$ cat config.mk
export PLATFORM = sky130hd
export DESIGN_NAME = sweep_ctrl
export DESIGN_NICKNAME = d
export VERILOG_FILES = /design/src/rtl/sweep_ctrl.sv
export SDC_FILE = /design/constraint.sdc
export NUM_CORES = 1
export LEC_CHECK = 0
export CAP_MARGIN = 15
export CELL_PAD_IN_SITES_DETAIL_PLACEMENT = 1
export CELL_PAD_IN_SITES_GLOBAL_PLACEMENT = 1
export CORE_MARGIN = 1
export CORE_UTILIZATION = 42
export CTS_CLUSTER_DIAMETER = 200
export CTS_CLUSTER_SIZE = 30
export DETAILED_ROUTE_END_ITERATION = 6
export GPL_ROUTABILITY_DRIVEN = 0
export PLACE_DENSITY_LB_ADDON = 0.1
export SLEW_MARGIN = 40
export SYNTH_ARGS = -nofsm -noshare
export SYNTH_HDL_FRONTEND = slang
export SYNTH_SLANG_ARGS = --single-unit
$ cat constraint.sdc
create_clock -name clk -period 2.5 [get_ports clk]
set_clock_uncertainty 0.2 [all_clocks]
set_input_delay 0.25 -clock clk [delete_from_list [all_inputs] [get_ports clk]]
set_output_delay 0.25 -clock clk [all_outputs]
set_load 0.05 [all_outputs]
$ cat src/rtl/sweep_ctrl.sv
// Triangle-sweep sequencer driving an 8-bit up/down load counter.
// The sweep runs LOW -> HIGH -> LOW, either once or continuously, with a programmable step period.
module sweep_ctrl #(
    parameter int PSC_W = 8
) (
    input  logic       clk,
    input  logic       rst_n,
    input  logic       start,
    input  logic       stop,
    input  logic       cont,
    input  logic       wr_en,
    input  logic [1:0] wr_sel,
    input  logic [7:0] wr_data,
    output logic       cnt_en,
    output logic       cnt_load,
    output logic       cnt_up,
    output logic [7:0] cnt_d,
    output logic [7:0] pos,
    output logic       busy,
    output logic       done,
    output logic       err,
    output logic [1:0] state_dbg
);

    typedef enum logic [1:0] {
        IDLE = 2'd0,
        LOAD = 2'd1,
        UP   = 2'd2,
        DOWN = 2'd3
    } state_t;

    state_t             state_q, state_d;
    logic [7:0]         low_q, high_q;
    logic [PSC_W-1:0]   psc_q;
    logic [PSC_W-1:0]   psc_cnt_q, psc_cnt_d;
    logic [7:0]         pos_q, pos_d;
    logic               done_q, done_d;
    logic               err_q, err_d;
    logic               tick;
    logic [7:0]         pos_inc, pos_dec;

    assign tick    = ((state_q == UP) || (state_q == DOWN)) && (psc_cnt_q == psc_q);
    assign pos_inc = pos_q + 8'd1;
    assign pos_dec = pos_q - 8'd1;

    always_ff @(posedge clk or negedge rst_n) begin
        if (!rst_n) begin
            state_q   <= IDLE;
            psc_cnt_q <= '0;
            pos_q     <= 8'd0;
            done_q    <= 1'b0;
            err_q     <= 1'b0;
        end else begin
            state_q   <= state_d;
            psc_cnt_q <= psc_cnt_d;
            pos_q     <= pos_d;
            done_q    <= done_d;
            err_q     <= err_d;
        end
    end

    // Configuration is frozen while a sweep is in flight.
    always_ff @(posedge clk or negedge rst_n) begin
        if (!rst_n) begin
            low_q  <= 8'd0;
            high_q <= 8'd255;
            psc_q  <= '0;
        end else if (wr_en && (state_q == IDLE)) begin
            case (wr_sel)
                2'd0:    low_q  <= wr_data;
                2'd1:    high_q <= wr_data;
                2'd2:    psc_q  <= PSC_W'(wr_data);
                default: ;
            endcase
        end
    end

    always_comb begin
        state_d   = state_q;
        psc_cnt_d = psc_cnt_q;
        pos_d     = pos_q;
        done_d    = 1'b0;
        err_d     = 1'b0;
        case (state_q)
            IDLE: begin
                if (start && !stop) begin
                    if (low_q > high_q) err_d   = 1'b1;
                    else                state_d = LOAD;
                end
            end
            LOAD: begin
                pos_d     = low_q;
                psc_cnt_d = '0;
                if (low_q == high_q) begin
                    state_d = IDLE;
                    done_d  = 1'b1;
                end else begin
                    state_d = UP;
                end
            end
            UP: begin
                psc_cnt_d = tick ? '0 : psc_cnt_q + 1'b1;
                if (tick) begin
                    pos_d = pos_inc;
                    if (pos_inc == high_q) state_d = DOWN;
                end
            end
            DOWN: begin
                psc_cnt_d = tick ? '0 : psc_cnt_q + 1'b1;
                if (tick) begin
                    pos_d = pos_dec;
                    if (pos_dec == low_q) begin
                        if (cont) begin
                            state_d = UP;
                        end else begin
                            state_d = IDLE;
                            done_d  = 1'b1;
                        end
                    end
                end
            end
            default: state_d = IDLE;
        endcase
        // A step already enabled this cycle still lands in pos, keeping it equal to the counter.
        if (stop) begin
            state_d = IDLE;
            done_d  = 1'b0;
        end
    end

    assign cnt_en    = tick;
    assign cnt_load  = (state_q == LOAD);
    assign cnt_up    = (state_q != DOWN);
    assign cnt_d     = low_q;
    assign pos       = pos_q;
    assign busy      = (state_q != IDLE);
    assign done      = done_q;
    assign err       = err_q;
    assign state_dbg = state_q;

endmodule

-- Word-level counts from Yosys, hierarchy flattened
Cells that the tools add are included.
- bits in latches: 0
- output and inout port bits: 24
- RAM bits: 0
- memories kept: 0
- bits in read-only memories: 0
- flip-flop bits (word level): 44
- input bits: 16
- bitwise logic cells: 0
- reductions and logical operators: 16
- $mul: 0
- magnitude comparators: 1
- divide/modulo/power cells: 0
- mux-type cells: 24
- shift-type cells: 0
- equal/unequal tests: 18
- add/sub/neg operators: 3
- operator list (cell ; number):
    $eq A8 B8 Y1 ; 4
    $mux W8 ; 3
    $pmux W8 S3 ; 1
    $mux W2 ; 9
    $add A8 B1 Y8 const B ; 2
    $pmux W8 S2 ; 1
    $ne A3 B2 Y1 const B ; 3
    $ne A3 B3 Y1 const B ; 3
    $gt A8 B8 Y1 ; 1
    $mux W1 ; 8
    $pmux W2 S4 ; 1
    $sub A8 B1 Y8 const B ; 1
    $eq A2 B2 Y1 const B ; 3
    $ne A2 B2 Y1 const B ; 3
    $reduce_and A2 Y1 ; 3
    $reduce_and A6 Y1 ; 1
    $eq A2 B1 Y1 const B ; 2
    $logic_not A2 Y1 ; 2
    $reduce_bool A2 Y1 ; 2
    $logic_and A1 B1 Y1 ; 3
    $reduce_and A3 Y1 ; 1
    $reduce_bool A3 Y1 ; 1
    $pmux W1 S2 ; 1
    $reduce_or A2 Y1 ; 1
    other kinds (2) ; 2

-- Longest topological paths before layout
Gate-level depths: netlist of run 1.
- depth after elaboration: 6
- gate-level depth with buffers: 9
- mapped depth without buffers: 8

-- Least setup slack after synthesis of run 1
Ideal clock, no wire load.
- kind: register to register
- from: register pos_q[0] (netlist: pos[0])
- to: register state_q[1] (netlist: state_dbg[1])
- cell stages (with the launch flop): 10
- clock period less this slack: 2.606 ns
- arrival: 2.266 ns
- path slack: -0.106 ns
- required time: 2.160 ns
- setup time: 0.140 ns
- path through: dfrtp_1 buf_2 inv_1 ha_1 nand3_1 o21bai_1 a211o_1 a2111oi_2 nand2b_1 a311oi_1
- cells in the longest elaborated chain, start to end: 4
- RTL lines (element ; RTL line ; RTL):
    from (decl) ; 36 ; logic [7:0] pos_q, pos_d;
    from (signal assigned) ; 56 ; pos_q <= pos_d;
    $sub A8 B1 Y8 or $add A8 B1 Y8 (tied branches) ; 44, 43 ;
    $eq A8 B8 Y1, on equally long branches ; 112, 105 ;
    $ne A3 B2 Y1 (no source line) ; n/a ;
    $reduce_and A6 Y1 (no source line) (*) ; n/a ;
    to (signal assigned) ; 54 ; state_q <= state_d;
    to (decl) ; 32 ; state_t state_q, state_d;
Mark *: on every way between the ends. The rest lies on a longest branch, timed or not.
A chain may end at the register's enable or synchronous reset.

-- Worst setup path in the final report of run 1
- from: register psc_cnt_q[4]
- to: output port cnt_en
- cells in the longest elaborated chain, start to end: 2
- RTL lines (element ; RTL line ; RTL):
    from (decl) ; 35 ; logic [PSC_W-1:0] psc_cnt_q, psc_cnt_d;
    from (signal assigned) ; 55 ; psc_cnt_q <= psc_cnt_d;
    $eq A8 B8 Y1 ; 42 ; assign tick = ((state_q == UP) || (state_q == DOWN)) && (psc_cnt_q == psc_q);
    $logic_and A1 B1 Y1 ; 42 ;
    to (decl) ; 14 ; output logic cnt_en,
No other way between the ends.

==> results by group, run 1 <==
Run status
  • Status: complete, but fails checks
  • Failing checks: DRC

Worst setup path
  • Crit path max fanout: 7
  • Worst setup SP type: flop
  • FF-to-FF setup slack: 180 ps
  • Worst Setup End Kind: primary output
  • Reg2reg path depth: 7
  • Worst EP required: ~2100 ps
  • Critical path arrival: 1920 ps
  • Crit Path Class: reg2out

Cells and area
  • Synth-to-layout area growth: 25.8%
  • Ratio of cells with drive above 1 in the final layout: 21.6%
  • Ant diodes: 0
  • Footprint of the multi-input gates: 1620 µm²
  • # fillers: 731
  • Post-layout net count: about 370
  • Post-Layout Inst Area: between 3000 and 4000 µm²
  • Storage cell area: 1110 µm²

Place
  • I/O Buffers: 39
  • Detailed placer's ending HPWL: 5910 µm
  • Post-DP Area: roughly 3400 µm²

Synthesis
  • Syn Nets: 322
  • Adder-cell share of the synthesized area: 4.85%
  • Compound-Gate Fraction of Synth Area: 14.6%
  • Simple-Gate Fraction of Synth Area: 16.6%
  • Post-synthesis xor/xnor area fraction: 10.5%
  • Syn avg cell area: 9.62 µm²
  • Post-synth cell types: between 40 and 50
  • Synth area leaders: dfrtp_1, mux2_2, dfstp_2
  • Seq/Total Area, Yosys: 39.2%
  • Post-synthesis cell count: 295
  • FF+latch count, synth: 44
  • Mapped cell area: 2840 µm²
  • Post-synth top area share: 31.7%
  • Syn. warnings: 0
  • Post-synthesis mux area share: 9.83%
  • Post-synth top area cell: dfrtp_1
  • Largest family of logic cells by synthesized area: simple AND/OR/NAND/NOR gates

Die
  • DIE AREA: 7090 µm²
  • I/O Pins: 40
  • Starting density of the core: 44.2%
  • CORE AREA: 6420 µm²
  • Die width: 84.2 µm
  • Rows: 29
  • Die Height: 84.2 µm

CTS
  • TritonCTS clock tree: built
  • CTS buffer count: 5
  • Root buffer cell: clkbuf_8
  • # H-tree levels: 2
  • Clock Latency Late Sink: 310 ps
  • Clk buf depth: 2
  • Clock Sinks: between 40 and 50
  • Clock-pin slew of the registers on the worst-case setup and hold paths: 100 ps

Flow run
  • Max_cap viols: 0

Route
  • ANT nets after route: 0
  • DR WL/cell: 18.3 µm
  • Initial drt markers: 134
  • Remaining DRCs: 8
  • Drt pass-1 iters: 6
  • Vias per cell: 5.65
  • Via count: 2403
  • Final WL: 7780 µm

Pwr
  • Register share of total power: 26.7%
  • Leakage Power: 1.45 nW
  • P_int: 2.74 mW
  • Clock power frac: between 10% and 20%
  • Sw power: 2.60 mW
  • Power Density: roughly 1500 nW/µm²
  • Max VDD drop: 0.818 mV
  • Total power: 5.34 mW
  • Switching share of power: 48.7%
  • Logic pwr share: between 60 and 70%

Global routing
  • Vias in the first global route: 2506
  • Remaining Overflow, GRT: 0
  • Largest net degree at the start of global routing: 28
  • First-pass GRT wire length: roughly 13000 µm
  • Initial antenna violation count: 0
  • Total Routing Usage GR: 23.9%

Timing
  • # setup viols final: 0
  • Slew Viols, Final: 0
  • Slew headroom: 65.1%
  • Worst-margin pin slew: around 520 ps
  • Final TNS setup: 0 ps
  • Fin crit period: 2370 ps
  • Fin. Hold Viols: 0
  • Period utilization: 94.9%
  • Max Freq: 421 MHz
  • Unrepaired setup endpoints after global routing: false

Hold path
  • Min-delay worst type: in2async
layout by cell type (no fill, tap or decap), types with 8 or more instances in the layout:
| master | Yosys | layout |
|---|---|---|
| a21oi_1 | 14 | 14 |
| dfrtp_1 | 36 | 33 |
| o21ai_0 | 21 | 21 |
| xor2_1 | 11 | 11 |
| nand2_1 | 28 | 28 |
| ha_1 | 11 | 11 |
| mux2_2 | 23 | 23 |
| inv_1 | 15 | 15 |
| dfstp_2 | 8 | 8 |
| clkdlybuf4s50_1 | 0 | 34 |
| xnor2_1 | 23 | 23 |
| nor2_1 | 13 | 12 |
| buf_4 | 1 | 20 |
cells in the mapped netlist (all sizes together):
cell type,number
o211ai,3
or3,4
o41a,1
inv,15
nor2,13
dfrtp,36
buf,6
a31oi,1
nand4,6
nand3,6
a41oi,1
nor3,3
nor4,3
and3,7
a2111oi,2
dfstp,8
o2111ai,1
nor2b,2
or4,1
xor2,11
a2bb2oi,4
o21ai,25
nand4b,2
and2,4
ha,11
a211o,2
a311oi,1
a21oi,14
clkbuf,8
xnor2,23
mux2,23
nand2b,6
o41ai,1
o2111a,1
nand2,28
o21bai,1
nor3b,3
mux2i,2
a211oi,1
o22ai,5
power by group through the flow:
stage	Combinational [mW]	Clock, mW	Sequential [mW]
floorplan	1.80	0	1.83
global placement	3.18	0	1.42
detailed placement	3.26	0	1.44
CTS	3.29	0.599	1.43
global route	3.58	0.628	1.49
finish	3.33	0.589	1.43
flip-flops by register name, indices dropped and copies added (netlist names):
name and cells:
high_q 8, state_dbg 2, psc_q 8, done 1
cnt_d 8, psc_cnt_q 8, pos 8, err 1
final timing paths:
kind	startpoint	end
worst max-delay path	psc_cnt_q[4]	cnt_en
worst min-delay path	rst_n	psc_cnt_q[7]
worst max register to register	pos[2]	state_dbg[1]
worst min register to register	psc_q[0]	psc_q[0]
max in group asynchronous	rst_n	high_q[3]
min in group clk	start	err
layout make-up:
class,instances,area share [%]
Clock buffer,5,1.93
Multi-Input combinational cell,222,45.4
Sequential cell,44,31.2
Inverter,15,1.58
Timing Repair Buffer,59,15.8
Clock inverter,3,1.30
Tap cell,77,2.70
stage by stage:
stage                     util, %  setup WS (ps)  hold WS, ps  std cells
final                        55.6            127          200        425
after global placement       53.2            154         32.0        415
after global routing         55.6           10.6          236        425
after floorplan                 -           3.01         -246        295
after detailed placement     53.2           50.2         23.5        415
after CTS                    55.1           36.0          221        424
kinds of logic (layout without fill, tap and decap cells):
| kind of cell | Yosys count | after routing |
|---|---|---|
| flip-flops | 44 | 44 |
| XOR/XNOR | 34 | 34 |
| AND/OR/NAND/NOR | 88 | 88 |
| AO/OA/AOI/OAI | 64 | 64 |
| buffers and inverters | 29 | 82 |
| adder cells (fa/ha/maj) | 11 | 11 |
| multiplexers | 25 | 25 |
critical path: stages, from the launching register on:
cell,delay (ps)
dfrtp_2,460
xnor2_1,170
nand2_1,150
nor4_2,300
buf_4,210
and2_1,180
buf_12,140
timing repair:
| item | in CTS | in global routing |
|---|---|---|
| endpoints found under the setup margin | 0 | 9 |
| buffers inserted | 0 | 1 |
| resized for setup | 0 | 4 |
| endpoints found under the hold margin | 15 | 0 |
| hold buffers | 1 | 0 |
metal layers:
metal | global-route usage, % | share of wire (%) | vias up
li1 | - | - | 1147
met1 | 32.6 | 48 | 1206
met2 | 39.8 | 48 | 41
met3 | 3.44 | 2.7 | 9
met4 | 6.58 | 1.2 | 0
met5 | 0 | 0 | -
No activity file was read; power rests on OpenSTA's default activity.
==> run 2, diff against run 1 <==
--- a/config.mk
+++ b/config.mk
@@ -15,6 +15,7 @@
 export DETAILED_ROUTE_END_ITERATION = 6
 export GPL_ROUTABILITY_DRIVEN = 0
 export PLACE_DENSITY_LB_ADDON = 0.1
+export SETUP_SLACK_MARGIN = 0.15
 export SLEW_MARGIN = 40
 export SYNTH_ARGS = -nofsm -noshare
 export SYNTH_HDL_FRONTEND = slang
==> run 2 against run 1 <==
  * The run still ends with DRC left
  * Worst setup slack better by 71 ps
  * Hold slack better by 47 ps
  * Highest routed layer unchanged
  * Global-route usage hardly changed
  * Flip-flop and latch count stayed put
  * Largest cell class unchanged
  * Combinational power is 9.6% higher
  * Clock power is 0.8% higher
  * First-iteration DRC count is 19% lower
  * Critical path type is now reg2reg
  * Sequential share of layout area is 1.7 points lower
  * Non-clock buffer count is 14 higher
  * Via count is 5.9% higher
  * Final area is 6.3% higher
==> results by group, run 2 (same netlist as run 1, synthesis figures left out) <==
Worst setup path
  • Critical path arrival: 2290 ps (+370 ps)
  • Worst Setup End Kind: flop
  • Worst setup SP type: flop
  • Worst EP required: 2490 ps (+440 ps)
  • Crit Path Class: reg2reg
  • Crit path max fanout: 6 (-1)

Route
  • Vias per cell: 5.79 (+2.5%)
  • Remaining DRCs: 6 (-2)
  • Via count: 2544 (+5.9%)
  • Final WL: 8810 µm (+13%)
  • DR WL/cell: 20.1 µm (+9.6%)
  • Drt pass-1 iters: 6 (unchanged)
  • Initial drt markers: 109 (-19%)
  • ANT nets after route: 0 (unchanged)

CTS
  • Clock-pin slew of the registers on the worst-case setup and hold paths: 100 ps (about the same)
  • Clock Latency Late Sink: 310 ps (about the same)
  • TritonCTS clock tree: built
  • # H-tree levels: 2 (unchanged)
  • Clk buf depth: 2 (unchanged)
  • CTS buffer count: 5 (unchanged)
  • Clock Sinks: 44 (unchanged)
  • Root buffer cell: clkbuf_8

Place
  • I/O Buffers: 39 (unchanged)
  • Post-DP Area: 3410 µm² (-0.26%)
  • Detailed placer's ending HPWL: 5960 µm (+0.82%)

Run status
  • Status: complete, but fails checks
  • Failing checks: DRC

Cells and area
  • Synth-to-layout area growth: 33.7%
  • Ratio of cells with drive above 1 in the final layout: 30.1% (+8.6 points)
  • Most common cell after layout, fill and taps aside: clkdlybuf4s50_1
  • Core Util, Final: 59.1% (+3.5 points)
  • Post-Layout Inst Area: 3790 µm² (+6.3%)
  • Post-layout net count: 388 (+3.7%)
  • Commonest cells after routing, fill and taps aside: clkdlybuf4s50_1, dfrtp_1, buf_4
  • Ant diodes: 0 (unchanged)

Timing
  • Slew headroom: 63.5% (-1.6 points)
  • Worst-margin pin slew: 548 ps (+26.6 ps)
  • Max Freq: 434 MHz (+3.1%)
  • Fin. Hold Viols: 0 (unchanged)
  • Unrepaired setup endpoints after global routing: true
  • Period utilization: 92.1% (-2.8 points)
  • Final TNS setup: 0 ps (unchanged)
  • # setup viols final: 0 (unchanged)
  • Fin crit period: 2300 ps (-70.6 ps)
  • Slew Viols, Final: 0 (unchanged)

Global routing
  • First-pass GRT wire length: 13200 µm (unchanged)
  • Largest net degree at the start of global routing: 26 (-7.1%)
  • Initial antenna violation count: 0 (unchanged)
  • Remaining Overflow, GRT: 0 (unchanged)
  • Total Routing Usage GR: 23.9% (about the same)
  • Vias in the first global route: 2515 (+0.36%)

Flow run
  • Max_cap viols: 0 (unchanged)

Die
  • Starting density of the core: 44.2% (unchanged)
  • DIE AREA: 7090 µm² (unchanged)
  • Die Height: 84.2 µm (unchanged)
  • Die width: 84.2 µm (unchanged)
  • I/O Pins: 40 (unchanged)
  • CORE AREA: 6420 µm² (unchanged)
  • Rows: 29 (unchanged)

Pwr
  • Max VDD drop: 0.892 mV (+9.1%)
  • Leakage Power: 1.54 nW (+5.8%)
  • Total power: 5.72 mW (+7.1%)
  • Power Density: 1510 nW/µm² (+0.72%)

Hold path
  • Min-delay worst type: in2async
-- run 2: stage by stage --
step,instances,hold slack [ps],setup slack (ps)
6_report,439,247,198
5_1_grt,439,289,98.9
4_1_cts,420,260,155
3_5_place_dp,410,65.8,84.8
3_3_place_gp,410,57.1,219
2_1_floorplan,295,-246,173
-- run 2: report_power, final --
group / switching [mW] / internal, mW / total, mW
clock: 0.292 / 0.302 / 0.594
sequential: 0.411 / 1.07 / 1.48
combinational: 2.09 / 1.55 / 3.65
total: 2.80 / 2.92 / 5.72
-- run 2: worst paths after layout --
kind | endpoint | cells after the start | startpoint | slack (ps)
worst max-delay path | state_dbg[1] | 7 | pos[0] | 200
worst min-delay path | state_dbg[1] | 2 | rst_n | 250
worst max register to register | state_dbg[1] | 7 | pos[0] | 200
worst min register to register | psc_cnt_q[0] | 1 | psc_cnt_q[0] | 330
max in group asynchronous | high_q[1] | 3 | rst_n | 1240
min in group clk | psc_cnt_q[0] | 1 | psc_cnt_q[0] | 330
-- run 2: worst max-delay path: stages (launching register included) --
cell and delay (ps):
dfrtp_2 430, buf_8 130, or4_4 490, o21ai_2 170, o2111ai_2 160, a2111oi_4 330
nand2b_4 190, a311oi_2 90
-- run 2: layout make-up --
type                    instances  area [µm²]
well taps                      77        96.3
clock inverters                 3        46.3
flip-flops and latches         44        1120
multi-input cells             222        1720
inverters                      15        56.3
clock buffers                   5        68.8
fillers                       711        2630
repair buffers                 73         683
-- run 2: per-layer routing --
layer | global-route usage [%] | part of all wire, % | vias up | routed length (µm)
li1 | - | - | 1180 | -
met1 | 33.3 | 45 | 1277 | 4000
met2 | 37.4 | 49 | 69 | 4300
met3 | 4.13 | 3.8 | 18 | 338
met4 | 8.78 | 2.0 | 0 | 174
met5 | 0 | 0 | - | 0
-- run 2: repair_timing --
action | in CTS | in global routing
hold endpoints to repair | 16 | 0
hold buffers | 1 | 0
pin swaps | 1 | 13
resized for setup | 2 | 22
endpoints found under the setup margin | 1 | 9
buffers inserted | 1 | 19
==> run 3, diff against run 2 <==
--- a/config.mk
+++ b/config.mk
@@ -16,7 +16,7 @@
 export GPL_ROUTABILITY_DRIVEN = 0
 export PLACE_DENSITY_LB_ADDON = 0.1
 export SETUP_SLACK_MARGIN = 0.15
-export SLEW_MARGIN = 40
+export SLEW_MARGIN = 10
 export SYNTH_ARGS = -nofsm -noshare
 export SYNTH_HDL_FRONTEND = slang
 export SYNTH_SLANG_ARGS = --single-unit
==> results of run 3 <==
Same layout as run 2: the final DEF is identical, and so are final timing and power.
